===== src/rtl/spi_slave_regfile.sv =====
// SPI slave register file: command/address framing, auto-increment bursts,
// RX FIFO for core write-back packets. Optional write lock: SPI_REGS_WPROT_EN.
module spi_slave_regfile #(
  parameter int NREGS = 64,
  parameter int DEPTH = 4,
  parameter int AW    = 32,
  parameter int PW    = 104
) (
  input  logic               clk,
  input  logic               reset,
  input  logic               hw_en,
  input  logic               spi_cs,
  input  logic               spi_valid,
  input  logic [7:0]         spi_byte,
  output logic [7:0]         spi_rdata,
  output logic               spi_en,
  output logic               cpol,
  output logic               cpha,
  output logic               lsbfirst,
  output logic               irq,
  output logic [8*NREGS-1:0] spi_regs,
  input  logic               access_in,
  input  logic [PW-1:0]      packet_in,
  output logic               wait_out
);
  localparam int RAW = $clog2(NREGS);
  localparam int FAW = $clog2(DEPTH);
  localparam int LW  = $clog2(DEPTH + 1);

  typedef enum logic [1:0] {IDLE, ADDR, WDATA, RDATA} state_t;

  state_t         state_q, state_d;
  logic [RAW-1:0] ptr_q;
  logic           rd_q, inc_q;
  logic [7:0]     config_q;
  logic           ovf_q, udf_q;
  logic [7:0]     user_q [16:NREGS-1];
  logic [63:0]    fifo_q [DEPTH];
  logic [FAW-1:0] wr_ptr_q, rd_ptr_q;
  logic [LW-1:0]  level_q;
  logic [7:0]     view [NREGS];

  logic        active, take, wr_en, wr_cfg, wr_sts, locked;
  logic        pop_req, pop, push, full, empty;
  logic [63:0] entry, head;
  logic        unused_pkt;

`ifdef SPI_REGS_WPROT_EN
  assign locked = config_q[7];
`else
  assign locked = 1'b0;
`endif

  assign spi_en   = hw_en & ~config_q[0];
  assign cpol     = config_q[2];
  assign cpha     = config_q[3];
  assign lsbfirst = config_q[4];

  assign active  = spi_cs & spi_en;
  assign take    = active & spi_valid;
  assign wr_en   = take & (state_q == WDATA);
  assign wr_cfg  = wr_en & (ptr_q == '0) & ~locked;
  assign wr_sts  = wr_en & (ptr_q == RAW'(1));
  assign pop_req = take & (state_q == RDATA) & (ptr_q == RAW'(15));

  assign empty    = (level_q == '0);
  assign full     = (level_q == LW'(DEPTH));
  assign pop      = pop_req & ~empty;
  assign push     = access_in & (~full | pop);
  assign wait_out = full;
  assign irq      = config_q[1] & (~empty | ovf_q);

  // FIFO entry is {srcaddr[31:0], data[31:0]} from the emesh packet
  assign entry      = {packet_in[8+2*AW +: 32], packet_in[8+AW +: 32]};
  assign head       = fifo_q[rd_ptr_q];
  assign unused_pkt = ^packet_in;

  always_ff @(posedge clk or posedge reset) begin
    if (reset) state_q <= IDLE;
    else       state_q <= state_d;
  end

  always_comb begin
    state_d = state_q;
    if (!active) begin
      state_d = IDLE;
    end else if (spi_valid) begin
      case (state_q)
        IDLE:    state_d = ADDR;
        ADDR:    state_d = rd_q ? RDATA : WDATA;
        default: state_d = state_q;
      endcase
    end
  end

  always_ff @(posedge clk or posedge reset) begin
    if (reset) begin
      ptr_q <= '0;
      rd_q  <= 1'b0;
      inc_q <= 1'b0;
    end else if (take) begin
      case (state_q)
        IDLE: begin
          rd_q  <= spi_byte[7];
          inc_q <= spi_byte[6];
        end
        ADDR:    ptr_q <= spi_byte[RAW-1:0];
        default: if (inc_q) ptr_q <= ptr_q + 1'b1;
      endcase
    end
  end

  // Hardware set of a sticky bit takes priority over a same-cycle W1C
  always_ff @(posedge clk or posedge reset) begin
    if (reset) begin
      config_q <= '0;
      ovf_q    <= 1'b0;
      udf_q    <= 1'b0;
    end else begin
      if (wr_cfg) config_q <= spi_byte;
      ovf_q <= (ovf_q & ~(wr_sts & spi_byte[1])) | (access_in & full & ~pop);
      udf_q <= (udf_q & ~(wr_sts & spi_byte[2])) | (pop_req & empty);
    end
  end

  always_ff @(posedge clk or posedge reset) begin
    if (reset) begin
      for (int unsigned i = 16; i < NREGS; i++) user_q[i] <= '0;
    end else if (wr_en && !locked) begin
      for (int unsigned i = 16; i < NREGS; i++)
        if (ptr_q == RAW'(i)) user_q[i] <= spi_byte;
    end
  end

  always_ff @(posedge clk or posedge reset) begin
    if (reset) begin
      wr_ptr_q <= '0;
      rd_ptr_q <= '0;
      level_q  <= '0;
      for (int unsigned i = 0; i < DEPTH; i++) fifo_q[i] <= '0;
    end else begin
      if (push) begin
        fifo_q[wr_ptr_q] <= entry;
        wr_ptr_q         <= wr_ptr_q + 1'b1;
      end
      if (pop) rd_ptr_q <= rd_ptr_q + 1'b1;
      if (push && !pop)      level_q <= level_q + 1'b1;
      else if (pop && !push) level_q <= level_q - 1'b1;
    end
  end

  always_comb begin
    for (int unsigned i = 0; i < NREGS; i++) view[i] = '0;
    view[0] = config_q;
    view[1] = {5'b0, udf_q, ovf_q, ~empty};
    view[2] = 8'(level_q);
    for (int unsigned k = 0; k < 8; k++) view[8+k] = empty ? 8'h00 : head[8*k +: 8];
    for (int unsigned i = 16; i < NREGS; i++) view[i] = user_q[i];
  end

  always_comb begin
    spi_regs = '0;
    for (int unsigned i = 0; i < NREGS; i++) spi_regs[8*i +: 8] = view[i];
  end

  assign spi_rdata = view[ptr_q];

endmodule


===== config.mk =====
export PLATFORM = sky130hd
export DESIGN_NAME = spi_slave_regfile
export DESIGN_NICKNAME = d
export VERILOG_FILES = /design/src/rtl/spi_slave_regfile.sv
export SDC_FILE = /design/constraint.sdc
export NUM_CORES = 1
export LEC_CHECK = 0
export ABC_AREA = 1
export CAP_MARGIN = 20
export CORE_MARGIN = 2
export CORE_UTILIZATION = 26
export DETAILED_ROUTE_END_ITERATION = 8
export GPL_TIMING_DRIVEN = 0
export PLACE_DENSITY = 0.46
export SYNTH_ARGS = -nofsm -noshare
export SYNTH_HDL_FRONTEND = slang
export SYNTH_SLANG_ARGS = --single-unit
export TNS_END_PERCENT = 10

===== constraint.sdc =====
create_clock -name clk -period 30.6 [get_ports clk]
set_clock_uncertainty 0.05 [all_clocks]
set_input_delay 9.18 -clock clk [delete_from_list [all_inputs] [get_ports clk]]
set_output_delay 9.18 -clock clk [all_outputs]
set_load 0.03 [all_outputs]

Yosys cells after proc, flatten, opt, wreduce, memory -nomap -nowiden:

Index checks and enable logic that the tools add are counted.

* register bits after elaboration: 667
* latch bits: 0
* bits in writable memories: 0
* ROM bits: 0
* output and inout port bits: 526
* memories: 0

* $add $sub $neg: 5
* multiply operators: 0
* div/mod/pow operators: 0
* magnitude comparators: 4
* eq/ne operators: 56
* shifts and indexed selects: 0
* muxes and demuxes: 25
* bitwise operators: 32
* reductions and logical operators: 61

Operators with widths (count)
* bitwise mux 256 bit: 1
* equality test 6 bit (second input constant): 32
* 2-to-1 mux 64 bit: 3
* binary-select mux 64 bit (select 2 bit): 1
* demux 64 bit (select 2 bit): 1
* AND reduction 2 bit: 50
* equality test 6 x 5 -> 1 bit (second input constant): 16
* 2-to-1 mux 8 bit: 10
* binary-select mux 8 bit (select 6 bit): 1
* AND 1 bit: 18
* one-hot mux 6 bit (2 select lines): 1
* >= comparator 7 bit (second input constant): 1
* inverter 1 bit: 7
* inverter 6 -> 7 bit: 1
* adder 6 x 1 -> 6 bit (second input constant): 1
* equality test 6 x 1 -> 1 bit (second input constant): 1
* equality test 6 x 4 -> 1 bit (second input constant): 1
* >= comparator 3 bit (second input constant): 2
* logical NOT 6 bit: 1
* 2-to-1 mux 3 bit: 2
* 2-to-1 mux 6 bit: 1
* inverter 2 -> 3 bit: 2
* adder 2 x 1 -> 2 bit (second input constant): 2
* equality test 2 bit (second input constant): 2
* 17 further kinds: 25

Depth between registers and ports, before layout:

Gate-level depths: netlist of run 1.

* depth after elaboration: 13
* depth in mapped cells: 16
* mapped depth without buffers: 14

Worst setup path after synthesis of run 1:

Ideal clock, no wire load.

* path kind: input -> output
* start: input port hw_en
* end: output port spi_en
* arrival time: 9487 ps
* required time: 21370 ps
* path slack: 11883 ps
* stages: 2
* buffers on the path: 0
* path through: inv_1 -> nor2_2

* cells in the longest elaborated chain, start to end: 1

Ends and longest elaborated chain
* start: declaration: RTL line 11 `input logic hw_en,`
* AND 1 bit: RTL line 54 `assign spi_en = hw_en & ~config_q[0];`
* end: declaration: RTL line 16 `output logic spi_en,`

No other way between the ends.

Final worst setup path of run 1:

Same ends and word-level chain as after synthesis.

==> results.sh, run 1 <==
export IMPL_clockBufferDepth=3
export IMPL_power_leakage_nw=19.4
export IMPL_avgRoutedWirePerCell_um=27.4
export IMPL_hp_class="flop to flop"
export IMPL_cts_tree="built"
export IMPL_core_area_um2=121000
export IMPL_crit_fanout=2
export IMPL_critPathCaptureType="primary output"
export IMPL_cts_resized_gates=0
export IMPL_r2r_cells=10
export IMPL_synth_seq_cells=667
export IMPL_worst_path_buf_inv=3
export IMPL_drv_cap=0
export IMPL_htree_num_levels=3
export IMPL_synth_ff_type="dfrtp_1"
export IMPL_num_vias=32400
export IMPL_worst_slew_pin_slew_ns=1.29
export IMPL_drive_gt1_share_pct=6.68
export IMPL_cts_root_buf="clkbuf_16"
export IMPL_clk_latency_ns=0.68
export IMPL_finalPower_mw=3.38
export IMPL_nNetsFinal=4884
export IMPL_grt_pass1_wl_um=245000
export IMPL_status="complete, no violations"
export IMPL_path_class="primary input to primary output"
export IMPL_fp_dieW_um=353
export IMPL_clock_sinks=667
export IMPL_grt_max_degree=109
export IMPL_p_seq_share_pct=33.0
export IMPL_comb_power_share_pct=35.8
export IMPL_vdd_drop_max_uv=46.1
export IMPL_dp_final_hpwl_um=132000
export IMPL_cts_buffers=84
export IMPL_postCtsSetupRepairBufs=0
export IMPL_track_usage_pct=27.6
export IMPL_fin_ws_ns=10.94
export IMPL_critPathMaxStageDelay_ns=0.68
export IMPL_rsz0062_at_grt="no"
export IMPL_r2r_setup_slack_ns=26.62
export IMPL_synth_area_um2=31700
export IMPL_drt_initial_drc_count=3141
export IMPL_crit_top_cell="clkdlybuf4s50_1"
export IMPL_overflow=0
export IMPL_cp_cell_sequence="clkdlybuf4s50_1, inv_1, nor2_2, clkdlybuf4s50_1"
export IMPL_crit_required_ns=21.37
export IMPL_switching_share_pct=41.0
export IMPL_slew_limit_headroom_pct=13.7
export IMPL_async_reset_ff_share_pct=100
export IMPL_ios=644
export IMPL_switching_power_mw=1.39
export IMPL_syn2layout_area_growth_pct=35.1
export IMPL_grt_pass1_vias=31200
export IMPL_initial_core_util_pct=26.1
export IMPL_synthCells=4044
export IMPL_drt_pass1_iter_count=5
export IMPL_antenna_found_initial=10
export IMPL_min_to="fifo_q[112]"
export IMPL_gp_congestion=0.945
export IMPL_rr_endpoint="spi_regs[449]"
export IMPL_start_kind="primary input"
export IMPL_period_minus_slack_ns=19.66
export IMPL_num_rows=128
export IMPL_hold_violations=0
export IMPL_hold_start="fifo_q[112]"
export IMPL_startpoint="hw_en"
export IMPL_layout_cells_non_filler=6450
export IMPL_clkTransAtPathRegs_ns=0.06
export IMPL_portBuffers=553
export IMPL_cts_hold_repair_buffers=0
export IMPL_dieHeight_um=353
export IMPL_fmax_mhz=50.9
export IMPL_setup_viol=0
export IMPL_synth_cell_types=34
export IMPL_reg2reg_from="ptr_q[1]"
export IMPL_p_per_area_nw_per_um2=78.9
export IMPL_drtAntennaViolNets=0
export IMPL_via_per_inst=5.02
export IMPL_drt_total_wl_um=177000
export IMPL_nFillCells=13000
export IMPL_cp_arrival_ns=10.43
export IMPL_clock_power_share_pct=31.2
export IMPL_period_share_pct=64.3
export IMPL_path_delay_family="buffers and inverters"
export IMPL_place_ws_ns=10.94
export IMPL_min_path_cells=2
export IMPL_synth_edf_count=0
export IMPL_worst_path_max_delay_cell="clkdlybuf4s50_1"
export IMPL_slew_viol_final=0
export IMPL_seq_area_frac_synth_pct=52.6
export IMPL_place_inst=6292
export IMPL_avgSynthCellArea_um2=7.84
export IMPL_drc=0
export IMPL_ys_warn_count=0
export IMPL_dieArea_um2=125000
export IMPL_p_int_mw=1.99
[metrics by stage]
stage	setup TNS, ns	instance area [µm²]	hold slack [ns]	util, %
after detailed placement	0	39900	0.438	32.8
after floorplan	0	31900	0.403	-
after global routing	0	42800	0.486	35.3
final	0	42800	0.445	35.3
after CTS	0	42800	0.450	35.2
after global placement	-4989.96	39500	0.432	32.5
[kinds of logic (layout without fill, tap and decap cells)]
group / count (synthesis) / in the layout / synth area share (%)
DFF: 667 / 667 / 52.6
muxes: 1 / 1 / 0.0355
adders and majority gates: 10 / 10 / 0.418
AOI/OAI and AO/OA: 846 / 846 / 13.9
other: 1 / 53 / 0.0118
buffers and inverters: 630 / 1359 / 8.56
and+or+nand+nor: 1884 / 1884 / 24.3
xor gates and xnor gates: 5 / 5 / 0.138
[synth_stat cells (2+ instances only)]
cell type / instances / area share [%]
nand2_1: 1529 / 18
o21ai_0: 685 / 11
dfrtp_1: 667 / 53
inv_1: 292 / 3.5
nand3_1: 201 / 3.2
clkbuf_1: 183 / 2.2
nand4_1: 79 / 1.6
a21oi_1: 77 / 1.2
buf_4: 75 / 1.8
a22oi_1: 51 / 1.2
buf_2: 48 / 0.76
nor2_1: 43 / 0.51
buf_1: 23 / 0.27
o21ai_1: 20 / 0.32
nand4_2: 15 / 0.59
ha_1: 9 / 0.36
inv_2: 8 / 0.095
o211ai_1: 8 / 0.19
nor2_2: 7 / 0.14
nor3_1: 5 / 0.079
xor2_1: 4 / 0.11
nor2_4: 2 / 0.071
o22ai_1: 2 / 0.039
[how the worst max path moves through the flow]
stage | cells after the start | endpoint | slack [ns]
floorplan | 1 | config_q[0] | 2.68
global placement | 2 | spi_regs[337] | -7.59
detailed placement | 4 | spi_en | 10.94
CTS | 4 | spi_en | 10.93
global route | 4 | spi_en | 10.87
finish | 4 | spi_en | 10.94
[cell type report]
cell class | instances | area [µm²] | share of cell area [%]
multi-input cells | 2796 | 12500 | 29.2
well taps | 1625 | 2030 | 4.75
flip-flops and latches | 667 | 16700 | 39.0
diodes | 3 | 7.51 | 0.0175
clock buffers | 120 | 2460 | 5.74
plain buffers | 330 | 1590 | 3.71
repair buffers | 577 | 5980 | 14.0
inverters | 300 | 1130 | 2.65
clock inverters | 32 | 445 | 1.04
[registers in the layout, summed over array words and instances (netlist names), 2 cells and up]
register  cells
level_q       3
config_q      8
state_q       2
ptr_q         6
spi_regs    384
rd_ptr_q      2
wr_ptr_q      2
fifo_q      256
[power by group through the flow]
stage | Sequential [mW] | Clock [mW] | Combinational, mW
6_report | 1.11 | 1.06 | 1.21
5_1_grt | 1.13 | 1.11 | 1.28
4_1_cts | 1.11 | 1.07 | 1.18
3_5_place_dp | 1.13 | 0 | 1.18
3_3_place_gp | 1.13 | 0 | 1.16
2_1_floorplan | 1.12 | 0 | 0.633
[placed cells by master, fill, tap and decap left out, types with 43 or more instances in the layout]
| cell type | synthesis | final |
|---|---|---|
| dfrtp_1 | 667 | 667 |
| o21ai_0 | 685 | 685 |
| a22oi_1 | 51 | 51 |
| inv_1 | 292 | 291 |
| conb_1 | 1 | 50 |
| nand3_1 | 201 | 201 |
| clkbuf_1 | 183 | 198 |
| clkdlybuf4s50_1 | 0 | 553 |
| buf_4 | 75 | 76 |
| nand4_1 | 79 | 79 |
| nand2_1 | 1529 | 1529 |
| buf_2 | 48 | 48 |
| a21oi_1 | 77 | 77 |
| nor2_1 | 43 | 43 |
| clkbuf_16 | 0 | 85 |
[layer usage]
layer	global-route usage, %	up-vias	wire [µm]
met1	34.5	15900	69800
met4	13.9	10	10200
met5	0	-	66
met3	7.99	405	17000
met2	43.4	1689	79500
li1	-	14400	-
[worst reg2reg max path, stage by stage, from the launching register on]
cell and delay, ns:
dfrtp_1 0.39, buf_2 0.21, inv_1 0.25, ha_1 0.20, clkbuf_1 0.57, nand2_1 0.12
nor2_1 0.83, nand2_1 0.57, clkbuf_1 0.44, nand2_1 0.13, o21ai_0 0.08
(Power assumes the default switching activity.)
==> inputs of run 2 (changes only) <==
==> constraint.sdc (replaced) <==
create_clock -name clk -period 20.5 [get_ports clk]
set_clock_uncertainty 0.05 [all_clocks]
set_input_delay 6.15 -clock clk [delete_from_list [all_inputs] [get_ports clk]]
set_output_delay 6.15 -clock clk [all_outputs]
set_load 0.03 [all_outputs]
==> run 2 against run 1 <==
- count of clock-buffer cells in the layout is 3 lower
- total power is 48% higher
- final cell count hardly changed
- sequential cell count stayed put
- worst setup slack worse by 4.0 ns
==> results.sh, run 2 (synthesis gave the netlist of run 1 again) <==
export IMPL_syn2layout_area_growth_pct=35.1
export IMPL_comb_power_share_pct=36.1
export IMPL_largest_register_ffs=384
export IMPL_vdd_drop_max_uv=62.9
export IMPL_place_area_um2=40000
export IMPL_antenna_found_initial=10
export IMPL_dieArea_um2=125000
export IMPL_cts_resized_gates=0
export IMPL_slew_limit_headroom_pct=12.0
export IMPL_start_kind="primary input"
export IMPL_postCtsSetupRepairBufs=0
export IMPL_cts_root_buf="clkbuf_16"
export IMPL_layout_commonest_cell="nand2_1"
export IMPL_holdWs_ns=0.455
export IMPL_clock_power_share_pct=30.6
export IMPL_crit_fanout=2
export IMPL_dieHeight_um=353
export IMPL_nFillCells=12900
export IMPL_drive_gt1_share_pct=6.67
export IMPL_overflow=0
export IMPL_drc=0
export IMPL_period_minus_slack_ns=13.60
export IMPL_htree_num_levels=3
export IMPL_p_int_mw=2.94
export IMPL_grt_pass1_wl_um=245000
export IMPL_design_area_um2=42800
export IMPL_avgRoutedWirePerCell_um=27.3
export IMPL_setup_viol=0
export IMPL_cts_hold_repair_buffers=0
export IMPL_drt_initial_drc_count=3495
export IMPL_portBuffers=553
export IMPL_cp_arrival_ns=7.40
export IMPL_ios=644
export IMPL_num_rows=128
export IMPL_drv_cap=0
export IMPL_final_cell_mix="nand2_1, o21ai_0, dfrtp_1, clkdlybuf4s50_1, inv_1"
export IMPL_switching_power_mw=2.06
export IMPL_clk_latency_ns=0.67
export IMPL_hold_violations=0
export IMPL_fin_ws_ns=6.90
export IMPL_clockBufferDepth=3
export IMPL_nNetsFinal=4892
export IMPL_path_class="primary input to primary output"
export IMPL_p_seq_share_pct=33.3
export IMPL_cts_buffers=83
export IMPL_grt_pass1_vias=31300
export IMPL_antenna_cells=0
export IMPL_switching_share_pct=41.2
export IMPL_gp_congestion=0.968
export IMPL_core_area_um2=121000
export IMPL_place_ws_ns=6.89
export IMPL_fp_dieW_um=353
export IMPL_p_per_area_nw_per_um2=117
export IMPL_final_core_util_pct=35.3
export IMPL_crit_required_ns=14.30
export IMPL_cts_tree="built"
export IMPL_layout_cells_non_filler=6449
export IMPL_hp_class="flop to flop"
export IMPL_fmax_mhz=73.5
export IMPL_dp_final_hpwl_um=132000
export IMPL_power_leakage_nw=19.4
export IMPL_setup_tns_ns=0
export IMPL_status="complete, no violations"
export IMPL_period_share_pct=66.3
export IMPL_num_vias=32400
export IMPL_drt_total_wl_um=176000
export IMPL_via_per_inst=5.02
export IMPL_finalPower_mw=5.00
export IMPL_grt_max_degree=41
export IMPL_worst_slew_pin_slew_ns=1.32
export IMPL_clkTransAtPathRegs_ns=0.06
export IMPL_drt_pass1_iter_count=5
export IMPL_critPathCaptureType="primary output"
export IMPL_drtAntennaViolNets=0
export IMPL_slew_viol_final=0
export IMPL_clock_sinks=667
export IMPL_place_inst=6302
export IMPL_initial_core_util_pct=26.1
export IMPL_rsz0062_at_grt="no"
export IMPL_track_usage_pct=27.6
## run 2: final timing paths
path / from / end / slack (ns) / cells after the start
hold reg to reg: rd_q / rd_q / 0.45 / 2
setup / recovery: hw_en / spi_en / 6.90 / 4
min in group asynchronous: reset / spi_regs[387] / 5.82 / 2
max in group asynchronous: reset / spi_regs[345] / 13.13 / 6
setup reg to reg: ptr_q[1] / spi_regs[448] / 16.56 / 10
hold / removal: rd_q / rd_q / 0.45 / 2
## run 2: layer usage
metal  up-vias  share of wire (%)  global-route usage, %
li1      14400                  -                      -
met1     16000                 40                   34.5
met2      1655                 45                   44.0
met3       377                9.6                   7.90
met4         8                5.4                   12.5
met5         -              0.032                      0
## run 2: final cells by class
type                       instances  area [µm²]  share of cell area (%)
buffer                           330        1590                    3.71
timing repair buffer             586        6120                    14.3
sequential                       667       16700                    39.0
clock buffer                     117        2390                    5.57
inverter                         300        1130                    2.64
tap                             1625        2030                    4.75
clock inverter                    28         408                   0.952
multi-input combinational       2796       12500                    29.1
## run 2: worst max-delay path: stages
cell and delay (ns):
clkdlybuf4s50_1 0.45, inv_1 0.04, nor2_2 0.08, clkdlybuf4s50_1 0.67
## run 2: power groups by stage
stage,Sequential [mW],Combinational [mW],Clock (mW)
floorplan,1.68,0.945,0
global placement,1.69,1.72,0
detailed placement,1.69,1.76,0
CTS,1.66,1.77,1.54
global route,1.69,1.91,1.60
finish,1.66,1.80,1.53
